$ cat config.mk
export PLATFORM = sky130hd
export DESIGN_NAME = load_store_unit_flat
export DESIGN_NICKNAME = d
export VERILOG_FILES = /design/src/rtl/load_store_unit_pkg.sv /design/src/rtl/load_store_unit_if.sv /design/src/rtl/lsu_access_check.sv /design/src/rtl/load_store_unit.sv /design/src/flat_wrapper.sv
export SDC_FILE = /design/constraint.sdc
export NUM_CORES = 1
export LEC_CHECK = 0
export ABC_AREA = 1
export BUFFER_PORTS_ARGS = -buffer_cell sky130_fd_sc_hd__buf_2
export CORE_AREA = 2 2 181 130
export CTS_CLUSTER_DIAMETER = 200
export DETAILED_ROUTE_END_ITERATION = 8
export DIE_AREA = 0 0 183 132
export PLACE_DENSITY = 0.73
export SKIP_LAST_GASP = 1
export SLEW_MARGIN = 15
export SYNTH_ARGS = -nofsm -noshare
export SYNTH_HDL_FRONTEND = slang
export SYNTH_HIERARCHICAL = 1
export SYNTH_SLANG_ARGS = --single-unit
$ cat constraint.sdc
create_clock -name clk_i -period 16.7 [get_ports clk_i]
set_clock_uncertainty 0.15 [all_clocks]
set_input_delay 1.67 -clock clk_i [delete_from_list [all_inputs] [get_ports clk_i]]
set_output_delay 1.67 -clock clk_i [all_outputs]
set_load 0.005 [all_outputs]
$ cat src/rtl/load_store_unit_pkg.sv
// Shared types and constants for the load/store unit: FSM states, funct3 codes and the
// extension helper used for split loads.
package load_store_unit_pkg;

  localparam int unsigned AddrWidth = 32;
  localparam int unsigned DataWidth = 32;

  typedef enum logic [2:0] {
    StIdle,
    StSingle,
    StSplit,
    StResp,
    StErr
  } lsu_state_e;

  localparam logic [2:0] F3Byte  = 3'd0;
  localparam logic [2:0] F3Half  = 3'd1;
  localparam logic [2:0] F3Word  = 3'd2;
  localparam logic [2:0] F3ByteU = 3'd4;
  localparam logic [2:0] F3HalfU = 3'd5;

  // Split accesses are only ever half or word, so byte codes fall through to the raw buffer.
  function automatic logic [31:0] extend_split(input logic [2:0] func3, input logic [31:0] data);
    case (func3)
      F3Half:  return {{16{data[15]}}, data[15:0]};
      F3HalfU: return {16'b0, data[15:0]};
      default: return data;
    endcase
  endfunction

endpackage

$ cat src/rtl/load_store_unit_if.sv
// Request/response handshake between the execute stage (master) and the load/store unit.
interface load_store_unit_if;
  import load_store_unit_pkg::*;

  logic                 req_valid;
  logic                 req_ready;
  logic                 req_write;
  logic [2:0]           req_func3;
  logic [AddrWidth-1:0] req_addr;
  logic [DataWidth-1:0] req_wdata;
  logic [AddrWidth-1:0] req_pc;
  logic                 resp_valid;
  logic                 resp_error;
  logic [DataWidth-1:0] resp_rdata;

  modport master (
    output req_valid, req_write, req_func3, req_addr, req_wdata, req_pc,
    input  req_ready, resp_valid, resp_error, resp_rdata
  );

  modport slave (
    input  req_valid, req_write, req_func3, req_addr, req_wdata, req_pc,
    output req_ready, resp_valid, resp_error, resp_rdata
  );

endinterface

$ cat src/rtl/lsu_access_check.sv
// Classifies a load/store request: funct3 legality, natural alignment and access size.
module lsu_access_check
  import load_store_unit_pkg::*;
(
  input  logic       write_i,
  input  logic [2:0] func3_i,
  input  logic [1:0] addr_lo_i,
  output logic       legal_o,
  output logic       aligned_o,
  output logic [2:0] n_bytes_o
);

  always_comb begin
    legal_o   = 1'b0;
    aligned_o = 1'b1;
    n_bytes_o = 3'd1;
    case (func3_i)
      F3Byte, F3Half, F3Word: legal_o = 1'b1;
      F3ByteU, F3HalfU:       legal_o = !write_i;
      default:                legal_o = 1'b0;
    endcase
    case (func3_i[1:0])
      2'd1: begin
        aligned_o = !addr_lo_i[0];
        n_bytes_o = 3'd2;
      end
      2'd2: begin
        aligned_o = (addr_lo_i == 2'b00);
        n_bytes_o = 3'd4;
      end
      default: ;
    endcase
  end

endmodule

$ cat src/rtl/load_store_unit.sv
// Load/store unit: issues aligned accesses directly and breaks misaligned half/word accesses
// into ascending byte accesses, reassembling and extending load data.
module load_store_unit
  import load_store_unit_pkg::*;
#(
  parameter bit MisalignEn = 1'b1
) (
  input  logic                 clk_i,
  input  logic                 rst_i,
  load_store_unit_if.slave     core_io,
  output logic [AddrWidth-1:0] mem_addr_o,
  output logic [2:0]           mem_func3_o,
  output logic                 mem_write_enable_o,
  output logic [DataWidth-1:0] mem_write_data_o,
  output logic [AddrWidth-1:0] mem_pc_o,
  input  logic [DataWidth-1:0] mem_read_data_i
);

  lsu_state_e           state_q, state_d;
  logic                 write_q, write_d;
  logic [2:0]           func3_q, func3_d;
  logic [AddrWidth-1:0] addr_q, addr_d;
  logic [DataWidth-1:0] wdata_q, wdata_d;
  logic [AddrWidth-1:0] pc_q, pc_d;
  logic [1:0]           byte_idx_q, byte_idx_d;
  logic [1:0]           last_idx_q, last_idx_d;
  logic [DataWidth-1:0] buf_q, buf_d;
  logic [DataWidth-1:0] rdata_q, rdata_d;

  logic       legal, aligned;
  logic [2:0] n_bytes;

  lsu_access_check u_check (
    .write_i   (core_io.req_write),
    .func3_i   (core_io.req_func3),
    .addr_lo_i (core_io.req_addr[1:0]),
    .legal_o   (legal),
    .aligned_o (aligned),
    .n_bytes_o (n_bytes)
  );

  always_comb begin
    state_d    = state_q;
    write_d    = write_q;
    func3_d    = func3_q;
    addr_d     = addr_q;
    wdata_d    = wdata_q;
    pc_d       = pc_q;
    byte_idx_d = byte_idx_q;
    last_idx_d = last_idx_q;
    buf_d      = buf_q;
    rdata_d    = rdata_q;
    unique case (state_q)
      StIdle: begin
        if (core_io.req_valid) begin
          write_d    = core_io.req_write;
          func3_d    = core_io.req_func3;
          addr_d     = core_io.req_addr;
          wdata_d    = core_io.req_wdata;
          pc_d       = core_io.req_pc;
          byte_idx_d = 2'd0;
          last_idx_d = 2'(n_bytes - 3'd1);
          buf_d      = '0;
          rdata_d    = '0;
          if (!legal || (!aligned && !MisalignEn)) begin
            state_d = StErr;
          end else if (aligned) begin
            state_d = StSingle;
          end else begin
            state_d = StSplit;
          end
        end
      end
      StSingle: begin
        if (!write_q) rdata_d = mem_read_data_i;
        state_d = StResp;
      end
      StSplit: begin
        if (!write_q) buf_d[{byte_idx_q, 3'b000} +: 8] = mem_read_data_i[7:0];
        byte_idx_d = byte_idx_q + 2'd1;
        if (byte_idx_q == last_idx_q) begin
          // Extend from buf_d so the final byte fetched this cycle is included.
          if (!write_q) rdata_d = extend_split(func3_q, buf_d);
          state_d = StResp;
        end
      end
      StResp, StErr: state_d = StIdle;
      default:       state_d = StIdle;
    endcase
  end

  always_comb begin
    core_io.req_ready  = (state_q == StIdle);
    core_io.resp_valid = (state_q == StResp) || (state_q == StErr);
    core_io.resp_error = (state_q == StErr);
    core_io.resp_rdata = (state_q == StResp) ? rdata_q : '0;
    mem_addr_o         = '0;
    mem_func3_o        = 3'd0;
    mem_write_enable_o = 1'b0;
    mem_write_data_o   = '0;
    mem_pc_o           = '0;
    if (state_q == StSingle) begin
      mem_addr_o         = addr_q;
      mem_func3_o        = func3_q;
      mem_write_enable_o = write_q;
      mem_write_data_o   = wdata_q;
      mem_pc_o           = pc_q;
    end else if (state_q == StSplit) begin
      mem_addr_o         = addr_q + AddrWidth'(byte_idx_q);
      mem_func3_o        = write_q ? F3Byte : F3ByteU;
      mem_write_enable_o = write_q;
      mem_write_data_o   = {24'b0, wdata_q[{byte_idx_q, 3'b000} +: 8]};
      mem_pc_o           = pc_q;
    end
  end

  always_ff @(posedge clk_i or posedge rst_i) begin
    if (rst_i) begin
      state_q    <= StIdle;
      write_q    <= 1'b0;
      func3_q    <= 3'd0;
      addr_q     <= '0;
      wdata_q    <= '0;
      pc_q       <= '0;
      byte_idx_q <= 2'd0;
      last_idx_q <= 2'd0;
      buf_q      <= '0;
      rdata_q    <= '0;
    end else begin
      state_q    <= state_d;
      write_q    <= write_d;
      func3_q    <= func3_d;
      addr_q     <= addr_d;
      wdata_q    <= wdata_d;
      pc_q       <= pc_d;
      byte_idx_q <= byte_idx_d;
      last_idx_q <= last_idx_d;
      buf_q      <= buf_d;
      rdata_q    <= rdata_d;
    end
  end

endmodule

$ cat src/flat_wrapper.sv
// flat-port wrapper written by rule: the top's interface ports become plain ports
module load_store_unit_flat import load_store_unit_pkg::*;
#(
  parameter bit MisalignEn = 1'b1
)
  (clk_i, rst_i, mem_addr_o, mem_func3_o, mem_write_enable_o, mem_write_data_o, mem_pc_o, mem_read_data_i, core_io_req_valid, core_io_req_write, core_io_req_func3, core_io_req_addr, core_io_req_wdata, core_io_req_pc, core_io_req_ready, core_io_resp_valid, core_io_resp_error, core_io_resp_rdata);
  load_store_unit_if core_io_i ();
  input  logic clk_i;
  input  logic rst_i;
  output logic [AddrWidth-1:0] mem_addr_o;
  output logic [2:0] mem_func3_o;
  output logic mem_write_enable_o;
  output logic [DataWidth-1:0] mem_write_data_o;
  output logic [AddrWidth-1:0] mem_pc_o;
  input  logic [DataWidth-1:0] mem_read_data_i;
  input wire logic [$bits(core_io_i.req_valid)-1:0] core_io_req_valid;
  input wire logic [$bits(core_io_i.req_write)-1:0] core_io_req_write;
  input wire logic [$bits(core_io_i.req_func3)-1:0] core_io_req_func3;
  input wire logic [$bits(core_io_i.req_addr)-1:0] core_io_req_addr;
  input wire logic [$bits(core_io_i.req_wdata)-1:0] core_io_req_wdata;
  input wire logic [$bits(core_io_i.req_pc)-1:0] core_io_req_pc;
  output wire logic [$bits(core_io_i.req_ready)-1:0] core_io_req_ready;
  output wire logic [$bits(core_io_i.resp_valid)-1:0] core_io_resp_valid;
  output wire logic [$bits(core_io_i.resp_error)-1:0] core_io_resp_error;
  output wire logic [$bits(core_io_i.resp_rdata)-1:0] core_io_resp_rdata;
  assign core_io_i.req_valid = core_io_req_valid;
  assign core_io_i.req_write = core_io_req_write;
  assign core_io_i.req_func3 = core_io_req_func3;
  assign core_io_i.req_addr = core_io_req_addr;
  assign core_io_i.req_wdata = core_io_req_wdata;
  assign core_io_i.req_pc = core_io_req_pc;
  assign core_io_req_ready = core_io_i.req_ready;
  assign core_io_resp_valid = core_io_i.resp_valid;
  assign core_io_resp_error = core_io_i.resp_error;
  assign core_io_resp_rdata = core_io_i.resp_rdata;
  load_store_unit #(.MisalignEn(MisalignEn)) u_core (.clk_i(clk_i), .rst_i(rst_i), .core_io(core_io_i), .mem_addr_o(mem_addr_o), .mem_func3_o(mem_func3_o), .mem_write_enable_o(mem_write_enable_o), .mem_write_data_o(mem_write_data_o), .mem_pc_o(mem_pc_o), .mem_read_data_i(mem_read_data_i));
endmodule
[Yosys cells after proc, flatten, opt, wreduce, memory -nomap -nowiden]
Cells that the tools add are included.
Storage, ports and cells
  register bits: 171
  logic and storage cells: 79
  output and inout port bits: 135
  bits of input ports: 135
Cells by class
  equality and inequality tests: 17
  add/sub/neg operators: 4
  reduce and logical (&&, ||, !) cells: 14
  shift-type cells: 3
  mux-type cells: 31
Operator list (count)
  $mux 32: 11
  $pmux 32 s2: 2
  $pmux 32 s3: 1
  $add 32x2->32: 1
  $bwmux 32: 1
  $shift 8x7->32 const A: 1
  $shiftx 32x6->8: 1
  $shiftx 8x7->32: 1
  $mux 3: 6
  $eq 3x3->1 const B: 4
  $eq 3x1->1 const B: 3
  $eq 3x2->1 const B: 3
  $pmux 3 s3: 1
  $mux 8: 1
  $pmux 2 s2: 2
  $neg 5->7: 1
  $logic_not 3->1: 2
  $ne 2x2->1 const B: 3
  $reduce_and 2->1: 3
  $reduce_and 5->1: 1
  $mux 2: 2
  $pmux 1 s2: 2
  $reduce_bool 3->1: 1
  $reduce_or 3->1: 1
  other kinds (12): 14

[Longest topological paths before layout]
Gate-level depths: netlist (run 1).
  depth after elaboration: 8
  mapped depth: 14
  depth with buffers taken out: 12

[By module]
The synthesis (run 1) kept the hierarchy.
Modules (own cells, without submodules)
  load_store_unit: area each 9783.1 µm², seq. area each 4279.1 µm², cells an instance 1407, instances 1
  lsu_access_check: area each 105.1 µm², seq. area each 0.0 µm², cells an instance 18, instances 1

[Least setup slack after synthesis (run 1)]
OpenSTA, ideal clock, no wires.
  path kind: register to output
  from: reg u_core.byte_idx_q[0]
  to: out mem_addr_o[26]
  setup slack: 13.262 ns
  data required time: 14.880 ns
  arrival: 1.618 ns
  cell stages (with the launch flop): 12
  buffers on the path: 0
  cells stage by stage: dfrtp_1 ha_1 fa_1 nand2_1 nor2_1 nand2_1 inv_1 nand2_1 inv_1 nand3_1 nand3_1 nand2_1
Between the ends
  word-level cells in the longest chain between the ends: 3
Ends and longest elaborated chain
  start: declaration: line load_store_unit.sv:25  | logic [1:0] byte_idx_q, byte_idx_d;
  start signal: assignment: line load_store_unit.sv:136  | byte_idx_q <= byte_idx_d;
  $add 32x2->32: line load_store_unit.sv:109  | mem_addr_o = addr_q + AddrWidth'(byte_idx_q);
  $mux 32: line load_store_unit.sv:108  | end else if (state_q == StSplit) begin
  $mux 32: line load_store_unit.sv:102  | if (state_q == StSingle) begin
  end: declaration: line flat_wrapper.sv:10  | output logic [AddrWidth-1:0] mem_addr_o;
Every way passes these cells.

[Final worst setup path (run 1)]
  from: reg u_core.byte_idx_q[1]
  to: out mem_addr_o[17]
Same word-level chain as after synthesis.

==> summary.txt, run 1 <==
Pwr
  – Post-layout total power: roughly 0.0022 W
  – Worst vdd ir: 0.000106 V
  – Static Leak: about 6.5 nW
  – P per Cell Area: about 180 nW/um^2

Timing
  – Final slew viol count: 0
  – Final setup margin: 12230 ps
  – Final Critical Period: 4470 ps
  – Fmax: between 200 and 250 MHz
  – Unrepaired setup endpoints after global routing: no
  – Worst slew margin: 0.318
  – Fin. Hold Viols: 0
  – TNS Setup: 0 ps
  – Worst slew pin tran: 1020 ps
  – Setup violators final: 0
  – Final period util: 0.268

CTS
  – TritonCTS Buffers: 17
  – Total clock sinks: 171
  – Postcts setup bufs: 0
  – CTS tree: yes
  – Worst-path clk slew: 70 ps
  – Hold Buf Count CTS: 0
  – Clock latency at the later pin of the worst-skew pair: 430 ps
  – CTS resizes: 0
  – CTS Buffer Depth: 2
  – CTS root buf: clkbuf_16
  – H-tree depth: 4

Detailed routing
  – Vias per cell: 5.03
  – Drt initial violations: 870
  – Met2 WL post-DR: 13100 um
  – DR WL/cell: 15.0 um
  – DRT met1 WL: 13800 um
  – DR pass1 iterations: 5
  – DRC errors left: 0
  – Top Metal Used: met4
  – Met3 wire length: 2040 um
  – DRT Wirelength: 29300 um
  – Via Count: 9832
  – ANT nets after route: 0

Outcome
  – Status: finished clean

Critical path
  – Worst Setup Path Type: flop to output pin
  – CP max stage delay: 590 ps
  – Worst r2r dst: u_core/rdata_q[14]
  – Reg2Reg Launch Point: u_core/byte_idx_q[1]
  – R2r setup slk: 13610 ps
  – Maximum fanout along the worst path: 14
  – Most frequent CP cell: nand2_1
  – Worst endpoint required time: between 10000 and 15000 ps
  – CP max stage cell: dfrtp_1
  – Setup crit start kind: flop
  – Worst path cell trace: ha_1 -> nand2_1 -> nand2_1 -> nand2_1 -> nor2_1 -> nand2_1 -> inv_1 -> nand2_1 -> nand2_1 -> nand3_1 -> nand2_1 -> buf_2
  – Crit. End Element: output pin
  – Worst reg-to-reg path cell count: 9
  – Critical path startpoint: u_core/byte_idx_q[1]
  – Worst path arrival time: around 2700 ps

Synth
  – Sequential area share after synthesis: 0.433
  – Number of synthesized flops with an enable pin: 0
  – Post-Syn Area: 9890 um^2
  – Syn. warnings: 6
  – Mean Syn Cell Area: approximately 7 um^2
  – Top_reg_cell synth: dfrtp_1
  – Synth top area share: 0.433
  – Post-synth top cells: nand2_1 (388), inv_1 (218), nor2_1 (180)
  – Most common cell in the netlist: nand2_1
  – Ys async rst share: 1.00
  – FF+latch count, synth: 171
  – Synth unique cells: 35
  – Syn Inst Count: 1425
  – Synth top area cells: dfrtp_1 (43%), nand2_1 (15%), inv_1 (8.3%)
  – Synth Net Count: 1572
  – Synth area leader: dfrtp_1

Placement
  – Post-DP HPWL: 21000 um
  – Gpl congestion: 0.916
  – Buffers on Ports: 269
  – Dpl ws: 12520 ps

Floorplan
  – Die span in x: 183 um
  – Boundary Pins: 270
  – Die area: 24200 um^2
  – Chip height: roughly 130 um
  – Placement Rows: 46
  – Initial core utilization: 0.443
  – Core ar.: roughly 22000 um^2

Global route
  – Global-route usage over all layers: 0.240
  – Vias in the first global route: a little under 9k
  – First-pass GRT wire length: 46500 um
  – Largest net degree at the start of global routing: 110
  – Initial antenna violation count: 0
  – Grt ovf: 0

Finish
  – Diode count: 0
  – P&R area growth vs syn: 20.2%
  – Final nets: approximately 1.8k
  – Layout cell share with drive strength beyond 1: 0.200
  – Fill cells: about 2.2k

Run
  – Max-cap violation count: 0

Hold path
  – HP Start: u_core/buf_q[26]
  – Worst Hold End: u_core/buf_q[26]
  – Hold WC Path Type: flop to flop
  – Hold Path Cell Cnt: 1
-- through the flow --
step	utilization	instance area, um^2	hold slack [ps]	std cells
6_report	0.532	11900	325	1956
3_3_place_gp	0.505	11300	305	1923
2_1_floorplan	-	9890	286	1425
3_5_place_dp	0.505	11300	315	1923
4_1_cts	0.531	11900	330	1955
5_1_grt	0.532	11900	337	1956
-- area by class of cell --
| type | count | area (um^2) | share of cell area |
|---|---|---|---|
| sequential | 171 | 4280 | 0.360 |
| timing repair buffer | 278 | 1430 | 0.120 |
| clock inverter | 13 | 144 | 0.0121 |
| multi-input combinational | 961 | 4380 | 0.369 |
| tap | 288 | 360 | 0.0303 |
| clock buffer | 19 | 443 | 0.0373 |
| inverter | 226 | 853 | 0.0718 |
-- how the worst max path moves through the flow --
stage / end / slack [ps] / depth (start not counted)
2_1_floorplan: u_core/addr_q[0] / 10250 / 1
3_3_place_gp: u_core/pc_q[30] / 12610 / 5
3_5_place_dp: u_core/addr_q[1] / 12520 / 5
4_1_cts: mem_addr_o[26] / 12190 / 12
5_1_grt: mem_addr_o[26] / 11910 / 12
6_report: mem_addr_o[17] / 12230 / 12
-- power breakdown --
| group | internal, W | total, W | switching (W) |
|---|---|---|---|
| clock | 0.000217 | 0.000404 | 0.000187 |
| sequential | 0.000604 | 0.000711 | 0.000107 |
| combinational | 0.000354 | 0.00107 | 0.000718 |
| total | 0.00117 | 0.00219 | 0.00101 |
-- routing by layer --
layer,global-route usage,vias to the layer above
met5,0,-
met4,0.0547,0
met3,0.0464,27
met2,0.373,361
met1,0.348,4542
li1,-,4902
-- worst max-delay path: cells and delay by family (launching register included) --
kind,cells,cell delay [ps]
DFF,1,590
and+or+nand+nor,9,950
adders and majority gates,1,380
buffers and inverters,2,310
-- placed cells by master (no fill, tap or decap), types with 2 or more instances in the layout --
| master | n |
|---|---|
| nand2_1 | 388 |
| buf_2 | 269 |
| inv_1 | 217 |
| nor2_1 | 180 |
| dfrtp_1 | 171 |
| o21ai_0 | 145 |
| nand3_1 | 71 |
| a21oi_1 | 58 |
| o21ai_1 | 28 |
| o22ai_1 | 20 |
| nand4_1 | 18 |
| clkbuf_16 | 17 |
| a21o_1 | 15 |
| ha_1 | 11 |
| inv_2 | 8 |
| buf_4 | 8 |
| inv_6 | 5 |
| inv_8 | 5 |
| nand2_2 | 4 |
| nor3_1 | 4 |
| clkinvlp_4 | 3 |
| nor2_2 | 3 |
| nor2_4 | 2 |
| nor2_8 | 2 |
| nor3_4 | 2 |
-- cells by family after synthesis --
family	count (synthesis)	synth area share
and+or+nand+nor	677	0.281
buffers and inverters	293	0.125
adders and majority gates	12	0.0159
DFF	171	0.433
AOI/OAI and AO/OA	270	0.144
xor gates and xnor gates	2	0.00177
-- registers in the layout, indices dropped and copies added (netlist names) --
| signal | flops |
|---|---|
| u_core/last_idx_q | 2 |
| u_core/addr_q | 32 |
| u_core/byte_idx_q | 2 |
| u_core/pc_q | 32 |
| u_core/wdata_q | 32 |
| u_core/write_q | 1 |
| u_core/buf_q | 32 |
| u_core/func3_q | 3 |
| u_core/rdata_q | 32 |
| u_core/state_q | 3 |
Note: power is estimated with default switching activity, not from simulation.
==> run 2, diff against run 1 <==
PLACE_DENSITY = 0.76   (was 0.73)
clock period = 3.7 ns   (was 16.7 ns; I/O delays follow)
==> summary.txt, run 2 (synthesis gave the netlist of run 1 again) <==
Global route
  – Largest net degree at the start of global routing: 120 (was 110)
  – Global-route usage over all layers: 0.251 (was 0.240)
  – Grt ovf: 0 (unchanged)
  – Vias in the first global route: 9705 (was 8908)
  – Initial antenna violation count: 0 (unchanged)
  – First-pass GRT wire length: 48700 um (was 46500 um)

Floorplan
  – Die span in x: 183 um (unchanged)
  – Chip height: 132 um (unchanged)
  – Die area: 24200 um^2 (unchanged)
  – Initial core utilization: 0.443 (unchanged)
  – Boundary Pins: 270 (unchanged)
  – Core ar.: 22300 um^2 (unchanged)
  – Placement Rows: 46 (unchanged)

Finish
  – P&R area growth vs syn: 25.7% (was 20.2%)
  – Layout cell share with drive strength beyond 1: 0.197 (was 0.200)
  – Final nets: 1853 (was 1802)
  – Multi-input gate area: 4380 um^2 (unchanged)
  – Diode count: 0 (unchanged)
  – Register area: 4280 um^2 (unchanged)
  – Fill cells: 2121 (was 2227)
  – Commonest non-fill, non-tap cells in the layout: nand2_1 (388), buf_2 (269), inv_1 (217) (unchanged)
  – Commonest non-fill, non-tap cell in the layout: nand2_1 (unchanged)

Placement
  – Gpl congestion: 0.922 (was 0.916)
  – Buffers on Ports: 269 (unchanged)
  – Post-DP HPWL: 21800 um (was 21000 um)

Detailed routing
  – Drt initial violations: 1192 (was 870)
  – DRT Wirelength: 30600 um (was 29300 um)
  – Via Count: 10.3k (was 9832)
  – DRC errors left: 0 (unchanged)
  – DR WL/cell: 15.3 um (was 15.0 um)
  – DR pass1 iterations: 5 (unchanged)
  – ANT nets after route: 0 (unchanged)
  – Vias per cell: 5.13 (was 5.03)

CTS
  – CTS Buffer Depth: 2 (unchanged)
  – TritonCTS Buffers: 17 (unchanged)
  – H-tree depth: 4 (unchanged)
  – Postcts setup bufs: 0 (unchanged)
  – Hold Buf Count CTS: 46 (was 0)
  – Worst-path clk slew: 70 ps (about the same)
  – CTS resizes: 0 (unchanged)
  – CTS tree: yes (unchanged)
  – Clock latency at the later pin of the worst-skew pair: 440 ps (was 430 ps)
  – CTS root buf: clkbuf_16 (unchanged)
  – Total clock sinks: 171 (unchanged)

Critical path
  – Worst endpoint required time: 3180 ps (was 14880 ps)
  – Setup crit start kind: flop (unchanged)
  – Worst Setup Path Type: flop to output pin (unchanged)
  – Crit. End Element: output pin (unchanged)
  – R2r setup slk: 770 ps (was 13610 ps)
  – Maximum fanout along the worst path: 14 (unchanged)
  – Worst path arrival time: 2720 ps (was 2650 ps)

Timing
  – Final slew viol count: 0 (unchanged)
  – Fmax: 308 MHz
  – Final period util: 0.876
  – Fin. Hold Viols: 0 (unchanged)
  – TNS Setup: 0 ps (unchanged)
  – Min Hold Slack: 7.63 ps (was 325 ps)
  – Worst slew pin tran: 705 ps (was 1020 ps)
  – Setup violators final: 0 (unchanged)
  – Unrepaired setup endpoints after global routing: no (unchanged)
  – Worst slew margin: 0.529 (was 0.318)
  – Final Critical Period: 3240 ps

Pwr
  – Static Leak: 6.75 nW (was 6.51 nW)
  – Worst vdd ir: 0.000497 V (was 0.000106 V)
  – P per Cell Area: 810 nW/um^2 (was 184 nW/um^2)

Outcome
  – Status: finished clean (unchanged)

Hold path
  – Hold WC Path Type: input pin to flop (was flop to flop)

Run
  – Max-cap violation count: 0 (unchanged)
run 2: critical path: stages, from the launching register on:
cell and delay [ps]:
dfrtp_1 570, ha_1 370, nand2_1 50, nand2_1 110, nand2_1 120, nor2_1 510, nand2_1 120, nand2_1 80
nand3_1 50, o21ai_0 140, buf_2 180
run 2: per-layer routing:
layer	wire [um]	part of all wire	up-vias	global-route usage
met2	13800	0.45	437	0.400
met4	604	0.020	0	0.0769
met5	0	0	-	0
met3	2420	0.079	45	0.0434
li1	-	-	5012	-
met1	13800	0.45	4798	0.352
run 2: worst paths after layout:
| path | from | end | cells after the start |
|---|---|---|---|
| max in group asynchronous | rst_i | u_core/buf_q[28] | 4 |
| min in group asynchronous | rst_i | u_core/pc_q[30] | 3 |
| min | core_io_req_pc[20] | u_core/pc_q[20] | 3 |
| max | u_core/byte_idx_q[1] | mem_addr_o[27] | 10 |
| max reg2reg | u_core/byte_idx_q[1] | u_core/rdata_q[31] | 9 |
| min reg2reg | u_core/buf_q[15] | u_core/buf_q[15] | 2 |
run 2: power by group:
group / switching [W] / internal (W) / total (W) / leakage, nW
clock: 0.000865 / 0.000987 / 0.00185 / 0.299
combinational: 0.00336 / 0.00165 / 0.00500 / 4.28
sequential: 0.000492 / 0.00272 / 0.00322 / 2.17
total: 0.00471 / 0.00536 / 0.0101 / 6.75
run 2: per-stage QoR:
step / worst slack, ps / cell area, um^2 / std cells / power (W) / utilization
after floorplan: 997 / 9890 / 1425 / 0.00659 / -
after global placement: 979 / 11400 / 1929 / 0.00801 / 0.509
after detailed placement: 824 / 11400 / 1929 / 0.00813 / 0.509
after CTS: 494 / 12400 / 2007 / 0.0101 / 0.557
after global routing: 243 / 12400 / 2007 / 0.0109 / 0.557
final: 458 / 12400 / 2007 / 0.0101 / 0.557
run 2: final cells by class:
class | instances | area share
clock buffer | 18 | 0.0353
tap | 288 | 0.0290
clock inverter | 14 | 0.0136
multi-input combinational | 961 | 0.352
timing repair buffer | 329 | 0.157
inverter | 226 | 0.0685
sequential | 171 | 0.344
